[config.mk]
export PLATFORM = sky130hd
export DESIGN_NAME = bcd_updown_counter
export DESIGN_NICKNAME = d
export VERILOG_FILES = /design/src/rtl/bcd_pkg.sv /design/src/rtl/bcd_digit.sv /design/src/rtl/bcd_updown_counter.sv
export SDC_FILE = /design/constraint.sdc
export NUM_CORES = 1
export LEC_CHECK = 0
export ABC_AREA = 1
export CAP_MARGIN = 20
export CORE_MARGIN = 2
export CORE_UTILIZATION = 42
export DETAILED_ROUTE_END_ITERATION = 8
export PLACE_DENSITY = 0.71
export SLEW_MARGIN = 20
export SYNTH_ARGS = -nofsm -noshare
export SYNTH_HDL_FRONTEND = slang
export SYNTH_HIERARCHICAL = 1
export SYNTH_SLANG_ARGS = --single-unit
[constraint.sdc]
create_clock -name clk -period 1.54 [get_ports clk]
set_input_delay 0.308 -clock clk [delete_from_list [all_inputs] [get_ports clk]]
set_output_delay 0.308 -clock clk [all_outputs]
set_load 0.05 [all_outputs]
[src/rtl/bcd_pkg.sv]
// Shared BCD digit type, digit limits and the load-value clamp helper.
package bcd_pkg;

  typedef logic [3:0] bcd_digit_t;

  localparam bcd_digit_t BCD_MAX  = 4'd9;
  localparam bcd_digit_t BCD_ZERO = 4'd0;

  // Non-decimal nibbles (A-F) are forced to 9 so the count never leaves BCD.
  function automatic bcd_digit_t bcd_clamp(input bcd_digit_t d);
    return (d > BCD_MAX) ? BCD_MAX : d;
  endfunction

endpackage

[src/rtl/bcd_digit.sv]
// One BCD digit cell held in falling-edge storage: reset, clamped load,
// increment with 9->0 roll and decrement with 0->9 roll, in that priority.
module bcd_digit
  import bcd_pkg::*;
(
  input  logic       clk,
  input  logic       reset_n,
  input  logic       load,
  input  bcd_digit_t ld_digit,
  input  logic       inc,
  input  logic       dec,
  output bcd_digit_t digit,
  output logic       is_max,
  output logic       is_zero
);

  bcd_digit_t digit_q;
  bcd_digit_t digit_d;

  always_comb begin
    digit_d = digit_q;
    if (load) begin
      digit_d = bcd_clamp(ld_digit);
    end else if (inc) begin
      digit_d = (digit_q == BCD_MAX) ? BCD_ZERO : digit_q + 4'd1;
    end else if (dec) begin
      digit_d = (digit_q == BCD_ZERO) ? BCD_MAX : digit_q - 4'd1;
    end
  end

  always_ff @(negedge clk) begin
    if (!reset_n) begin
      digit_q <= BCD_ZERO;
    end else begin
      digit_q <= digit_d;
    end
  end

  assign digit   = digit_q;
  assign is_max  = (digit_q == BCD_MAX);
  assign is_zero = (digit_q == BCD_ZERO);

endmodule

[src/rtl/bcd_updown_counter.sv]
// NUM_DIGITS-digit BCD up/down counter with parallel load, tc and wrap pulse.
// Define BCD_COUNTER_SAT_EN to saturate at the ends instead of wrapping.
module bcd_updown_counter
  import bcd_pkg::*;
#(
  parameter int NUM_DIGITS = 2
) (
  input  logic                    clk,
  input  logic                    reset_n,
  input  logic                    en,
  input  logic                    up,
  input  logic                    load,
  input  logic [4*NUM_DIGITS-1:0] load_val,
  output logic [4*NUM_DIGITS-1:0] count,
  output logic                    tc,
  output logic                    wrap
);

  logic [NUM_DIGITS-1:0] inc;
  logic [NUM_DIGITS-1:0] dec;
  logic [NUM_DIGITS-1:0] is_max;
  logic [NUM_DIGITS-1:0] is_zero;
  logic                  all_max;
  logic                  all_zero;
  logic                  cnt_up;
  logic                  cnt_dn;

  assign all_max  = &is_max;
  assign all_zero = &is_zero;
  assign tc       = en & (up ? all_max : all_zero);

`ifdef BCD_COUNTER_SAT_EN
  // At the terminal value the chain is never started, so the count holds.
  assign cnt_up = en & up & ~load & ~all_max;
  assign cnt_dn = en & ~up & ~load & ~all_zero;
  assign wrap   = 1'b0;
`else
  logic wrap_q;
  logic wrap_d;

  assign cnt_up = en & up & ~load;
  assign cnt_dn = en & ~up & ~load;
  assign wrap_d = en & ~load & tc;

  always_ff @(negedge clk) begin
    if (!reset_n) begin
      wrap_q <= 1'b0;
    end else begin
      wrap_q <= wrap_d;
    end
  end

  assign wrap = wrap_q;
`endif

  genvar gi;
  generate
    for (gi = 0; gi < NUM_DIGITS; gi++) begin : g_digit
      // Ripple enable: a digit moves only when every lower digit is rolling over.
      if (gi == 0) begin : g_lsd
        assign inc[gi] = cnt_up;
        assign dec[gi] = cnt_dn;
      end else begin : g_upper
        assign inc[gi] = inc[gi-1] & is_max[gi-1];
        assign dec[gi] = dec[gi-1] & is_zero[gi-1];
      end

      bcd_digit u_digit (
        .clk      (clk),
        .reset_n  (reset_n),
        .load     (load),
        .ld_digit (load_val[4*gi +: 4]),
        .inc      (inc[gi]),
        .dec      (dec[gi]),
        .digit    (count[4*gi +: 4]),
        .is_max   (is_max[gi]),
        .is_zero  (is_zero[gi])
      );
    end
  endgenerate

endmodule

==> results of run 1 <==
cells by family after synthesis:
family / share of synthesized area (%)
buffers and inverters: 16.0
flip-flops: 21.8
AO/OA/AOI/OAI: 17.8
AND/OR/NAND/NOR: 44.4
per-stage QoR:
stage	setup slack (ps)	hold slack, ps
floorplan	-634	568
global placement	-1100	629
detailed placement	-1150	633
CTS	-931	624
what timing repair did:
action                     CTS
resized for setup           57
setup endpoints to repair   19
buffers inserted            19
pin swaps                   24
==> impl_summary.txt, run 1 <==
----------------------------------------------------
[Run status]
  Halt point of the flow ... global routing
  Tool Error ... [ERROR DPL-0038] Utilization greater than 100%, impossible to legalize
  Status ... aborted with a tool error

[Clocking]
  Number of H-tree branching levels ... 1
  Number of buffers inserted by hold repair at cts ... 0
  Maximum buffer depth of the clock tree ... 2
  Number of clock sinks ... 9
  Library cell used as clock root buffer ... clkbuf_4
  Inserted Clock Buffers ... 3

[Floorplan]
  IO Pins ... 23
  Initial standard-cell utilization of the core ... 43.6%
  Die extent in x ... 48.4 um
  Std cell rows ... 16
  Chip Height ... 48.4 um

[Logic synthesis]
  Synth top area cells ... dfxtp_1 22%, nand2_1 19%, inv_1 8.6%, nand3_1 8.5%, nor2_1 6.8%
  Ranking of synthesized cells by instance count ... 41 x nand2_1, 19 x inv_1, 15 x nor2_1
  Dominant cell by count in the synthesized netlist ... nand2_1
  Library cell occupying the most area in the post-synthesis netlist ... dfxtp_1
  Number of enable-type register cells in the synthesized netlist ... 0
  Synthesized netlist net count ... 156
  Mean instance size in the synthesized netlist ... 5.79 um2
  Area share of the leading cell type in the synthesized netlist ... 21.8%
  Share of flip-flops with an asynchronous set or reset after synthesis ... 0%
  Synthesized flop and latch total ... 9
  Netlist Area Pre-Place ... 828 um2
  Number of distinct library cells after synthesis ... 18
  Register area share after synthesis ... 21.8%
  Prevailing post-synth register cell ... dfxtp_1
  Cells after synthesis ... 143
  Synth warnings ... 6

[STA]
  Pin ending the worst setup path after global-route repair ... tc
  Pin type at the end of the worst path ... top-level output

[Global route]
  Largest net degree at the start of global routing ... 7

[Placement]
  Post-Place Cell Area ... 1520 um2
  Input/output buffers ... 22
  Placer's final routability congestion estimate ... 0.949
  Cell count after placement ... 230
  Detailed-placement wirelength estimate ... 2200 um

----------------------------------------------------
==> run 2, diff against run 1 <==
CORE_AREA = 2 2 63 65   (was default)
CORE_MARGIN = default   (was 2)
CORE_UTILIZATION = default   (was 42)
DIE_AREA = 0 0 65 67   (was default)
PLACE_DENSITY = default   (was 0.71)
PLACE_DENSITY_LB_ADDON = 0.15   (was default)
clock period = 2 ns   (was 1.54 ns; I/O delays follow)
==> impl_summary.txt, run 2 <==
----------------------------------------------------
[Flow run]
  Max-capacitance violation count ... 0

[Power and ir drop]
  PwrDens ... 512 nW/um2
  Switching power share of the total ... 38.9%
  Proportion of power drawn by flip-flops and latches ... 22.0%
  Clk network pwr share ... 28.9%
  Switching Power ... 382 uW
  Internal power ... 600 uW
  Peak ir drop on the vdd network ... 0.247 mV
  Combinational share of power ... 49.1%
  Leak Pwr ... 0.000917 uW

[Worst setup path]
  Critical path arrival ... 2380 ps
  Startpoint types ... flop
  Reg2Reg Capture Point ... g_digit[1].u_digit/digit[1]
  Worst reg2reg startpoint ... g_digit[0].u_digit/digit[2]
  Worst-case register-to-register setup slack ... 470 ps
  Path depth of the worst reg2reg path ... 11
  Type of the worst setup path ... reg -> out
  Endpoint class of the critical path ... primary output
  Required @ worst endpoint ... 1600 ps
  Highest fanout seen on the critical path ... 3

[Clocking]
  Post-CTS clock slew at the launch and capture registers of the worst setup and hold paths ... 40 ps
  Number of clock sinks ... 9 (unchanged)
  Source-to-sink clock delay at the later pin of the worst-skew pair ... 310 ps
  Maximum buffer depth of the clock tree ... 2 (unchanged)
  Number of buffers inserted by hold repair at cts ... 0 (unchanged)
  CTS tree ... yes
  Inserted Clock Buffers ... 3 (unchanged)
  Library cell used as clock root buffer ... clkbuf_8
  Number of H-tree branching levels ... 1 (unchanged)

[Min path]
  Launch point of the worst hold path ... g_digit[0].u_digit/digit[2]
  Number of cells traversed by the worst hold path ... 3
  Worst-case hold path end point ... g_digit[0].u_digit/digit[2]
  Worst hold path type ... reg -> reg

[STA]
  Endpoints failing hold ... 0
  Smallest setup slack after layout ... -779 ps
  Endpoints failing setup ... 18
  Max-slew violation count ... 0
  Unrepaired setup endpoints after global routing ... true
  Max-Slew Margin vs Limit ... 83.1%
  Clock Skews ... 12.7 ps
  Post-route setup TNS ... -5370 ps
  Transition time at the pin with the least slew margin ... 253 ps

[Global route]
  Overall overflow remaining after global route ... 0
  Total routing usage reported by global routing ... 13.6%
  Initial antenna violation count ... 0
  Via count of the first global-routing pass ... 1158
  First-pass GRT wire length ... 4690 um
  Largest net degree at the start of global routing ... 7

[Layout]
  Post-layout instance area ... 1920 um2
  Number of antenna diodes ... 0
  Share of final-layout standard cells stronger than drive strength 1 ... 58.1%
  Top library cells by usage in the layout, fill and taps aside ... 42 x buf_4, 35 x nand2_1, 21 x inv_1
  Max FFs per register ... 8
  Fin nets ... 243
  Most common cell after layout, fill and taps aside ... buf_4
  Growth of design area from synthesis to finish ... 132%

[Logic synthesis]
  Synth warnings ... 6 (unchanged)
  Register area share after synthesis ... 21.8% (unchanged)
  Prevailing post-synth register cell ... dfxtp_1
  Area share of the leading cell type in the synthesized netlist ... 21.8% (unchanged)
  Number of distinct library cells after synthesis ... 18 (unchanged)
  Library cell occupying the most area in the post-synthesis netlist ... dfxtp_1
  Netlist Area Pre-Place ... 828 um2 (unchanged)
  Synthesized flop and latch total ... 9 (unchanged)
  Share of flip-flops with an asynchronous set or reset after synthesis ... 0% (unchanged)
  Ranking of synthesized cells by instance count ... 41 x nand2_1, 19 x inv_1, 15 x nor2_1
  Synth top area cells ... dfxtp_1 22%, nand2_1 19%, inv_1 8.6%, nand3_1 8.5%, nor2_1 6.8%
  Cells after synthesis ... 143 (unchanged)
  Dominant cell by count in the synthesized netlist ... nand2_1
  Mean instance size in the synthesized netlist ... 5.79 um2 (unchanged)
  Synthesized netlist net count ... 156 (unchanged)
  Number of enable-type register cells in the synthesized netlist ... 0 (unchanged)

[Floorplan]
  Std cell rows ... 22 (+6)
  IO Pins ... 23 (unchanged)
  Initial standard-cell utilization of the core ... 23.0% (-21 points)
  Die outline area ... 4360 um2
  Die extent in x ... 65 um (+34%)
  Chip Height ... 67 um (+38%)
  Core Box Area ... 3610 um2

[Drt]
  First-pass DRT Iterations ... 4
  Number of vias after detailed routing ... 1205
  Vias per cell ... 4.35
  Remaining antenna violation count after routing ... 0
  DRC viols ... 0
  Starting DRT DRC Count ... 39
  Wire length per cell ... 11.3 um
  Detailed-route wire length ... 3130 um

[Run status]
  Status ... complete, but fails checks
  Failing checks ... setup timing

[Placement]
  Post-Place Cell Area ... 1530 um2 (+0.66%)
  Input/output buffers ... 22 (unchanged)
  Detailed-placement wirelength estimate ... 2110 um (-4.1%)
  Placer's final routability congestion estimate ... 0.872 (-8.1%)

----------------------------------------------------
[run 2: cell counts after synthesis]
Identical to the previous run, type by type.
[run 2: cell type report]
cell class,count,area [um2]
clock buffers,3,41.3
flip-flops and latches,9,211
repair buffers,76,772
inverters,25,128
clock inverters,10,37.5
multi-input cells,106,669
fillers,329,1690
well taps,48,60.1
[run 2: cells by family (layout without fill, tap and decap cells)]
logic type      Yosys count  count (layout)  synth area share, %
buf+inv                  28             114                 16.0
compound gates           24              24                 17.8
simple gates             82              82                 44.4
flops                     9               9                 21.8
[run 2: stage by stage]
stage                     setup slack, ps  util [%]  hold slack (ps)  power (uW)  cells
after floorplan                      -496         -              568         436    143
final                                -779      53.2              631         982    277
after global routing                 -850      53.2              655        1050    277
after detailed placement             -964      42.3              645         641    249
after global placement               -942      42.3              645         641    249
after CTS                            -761      49.4              641         944    272
[run 2: worst max path at each step]
stage	start	endpoint	slack, ps	cells past startpoint
after floorplan	g_digit[0].u_digit/digit[1]	tc	-500	7
after global placement	en	g_digit[1].u_digit/digit[3]	-940	10
after detailed placement	en	g_digit[0].u_digit/digit[3]	-960	10
after CTS	g_digit[0].u_digit/digit[0]	tc	-760	8
after global routing	g_digit[0].u_digit/digit[0]	tc	-850	8
final	g_digit[1].u_digit/digit[1]	tc	-780	8
[run 2: metal layers]
layer	share of wire, %	vias to the layer above	track usage [%]
met5	0	-	0
li1	-	627	-
met4	0.64	0	4.79
met3	3.1	4	2.36
met2	50	33	21.5
met1	47	541	18.5
[run 2: worst max-delay path, cell delays in order, from the launching register on]
cell	delay [ps]
dfxtp_4	350
nor2_4	120
nand3_2	80
inv_1	70
nand2_1	50
nand2_1	70
nand3_2	110
clkinvlp_4	100
buf_12	130
[run 2: power by group through the flow]
stage	logic (uW)	registers, uW	clock network (uW)
floorplan	129	271	37.0
global placement	388	216	37.0
detailed placement	388	216	37.0
CTS	436	215	293
global route	515	218	313
finish	482	216	284
[run 2: what timing repair did]
item / 4_1_cts / 5_1_grt
setup endpoints to repair: 19 / 19
resized for setup: 41 / 36
pin swaps: 10 / 19
hold endpoints to repair: 0 / 0
setup buffers: 15 / 8
Note: power is estimated with default switching activity, not from simulation.
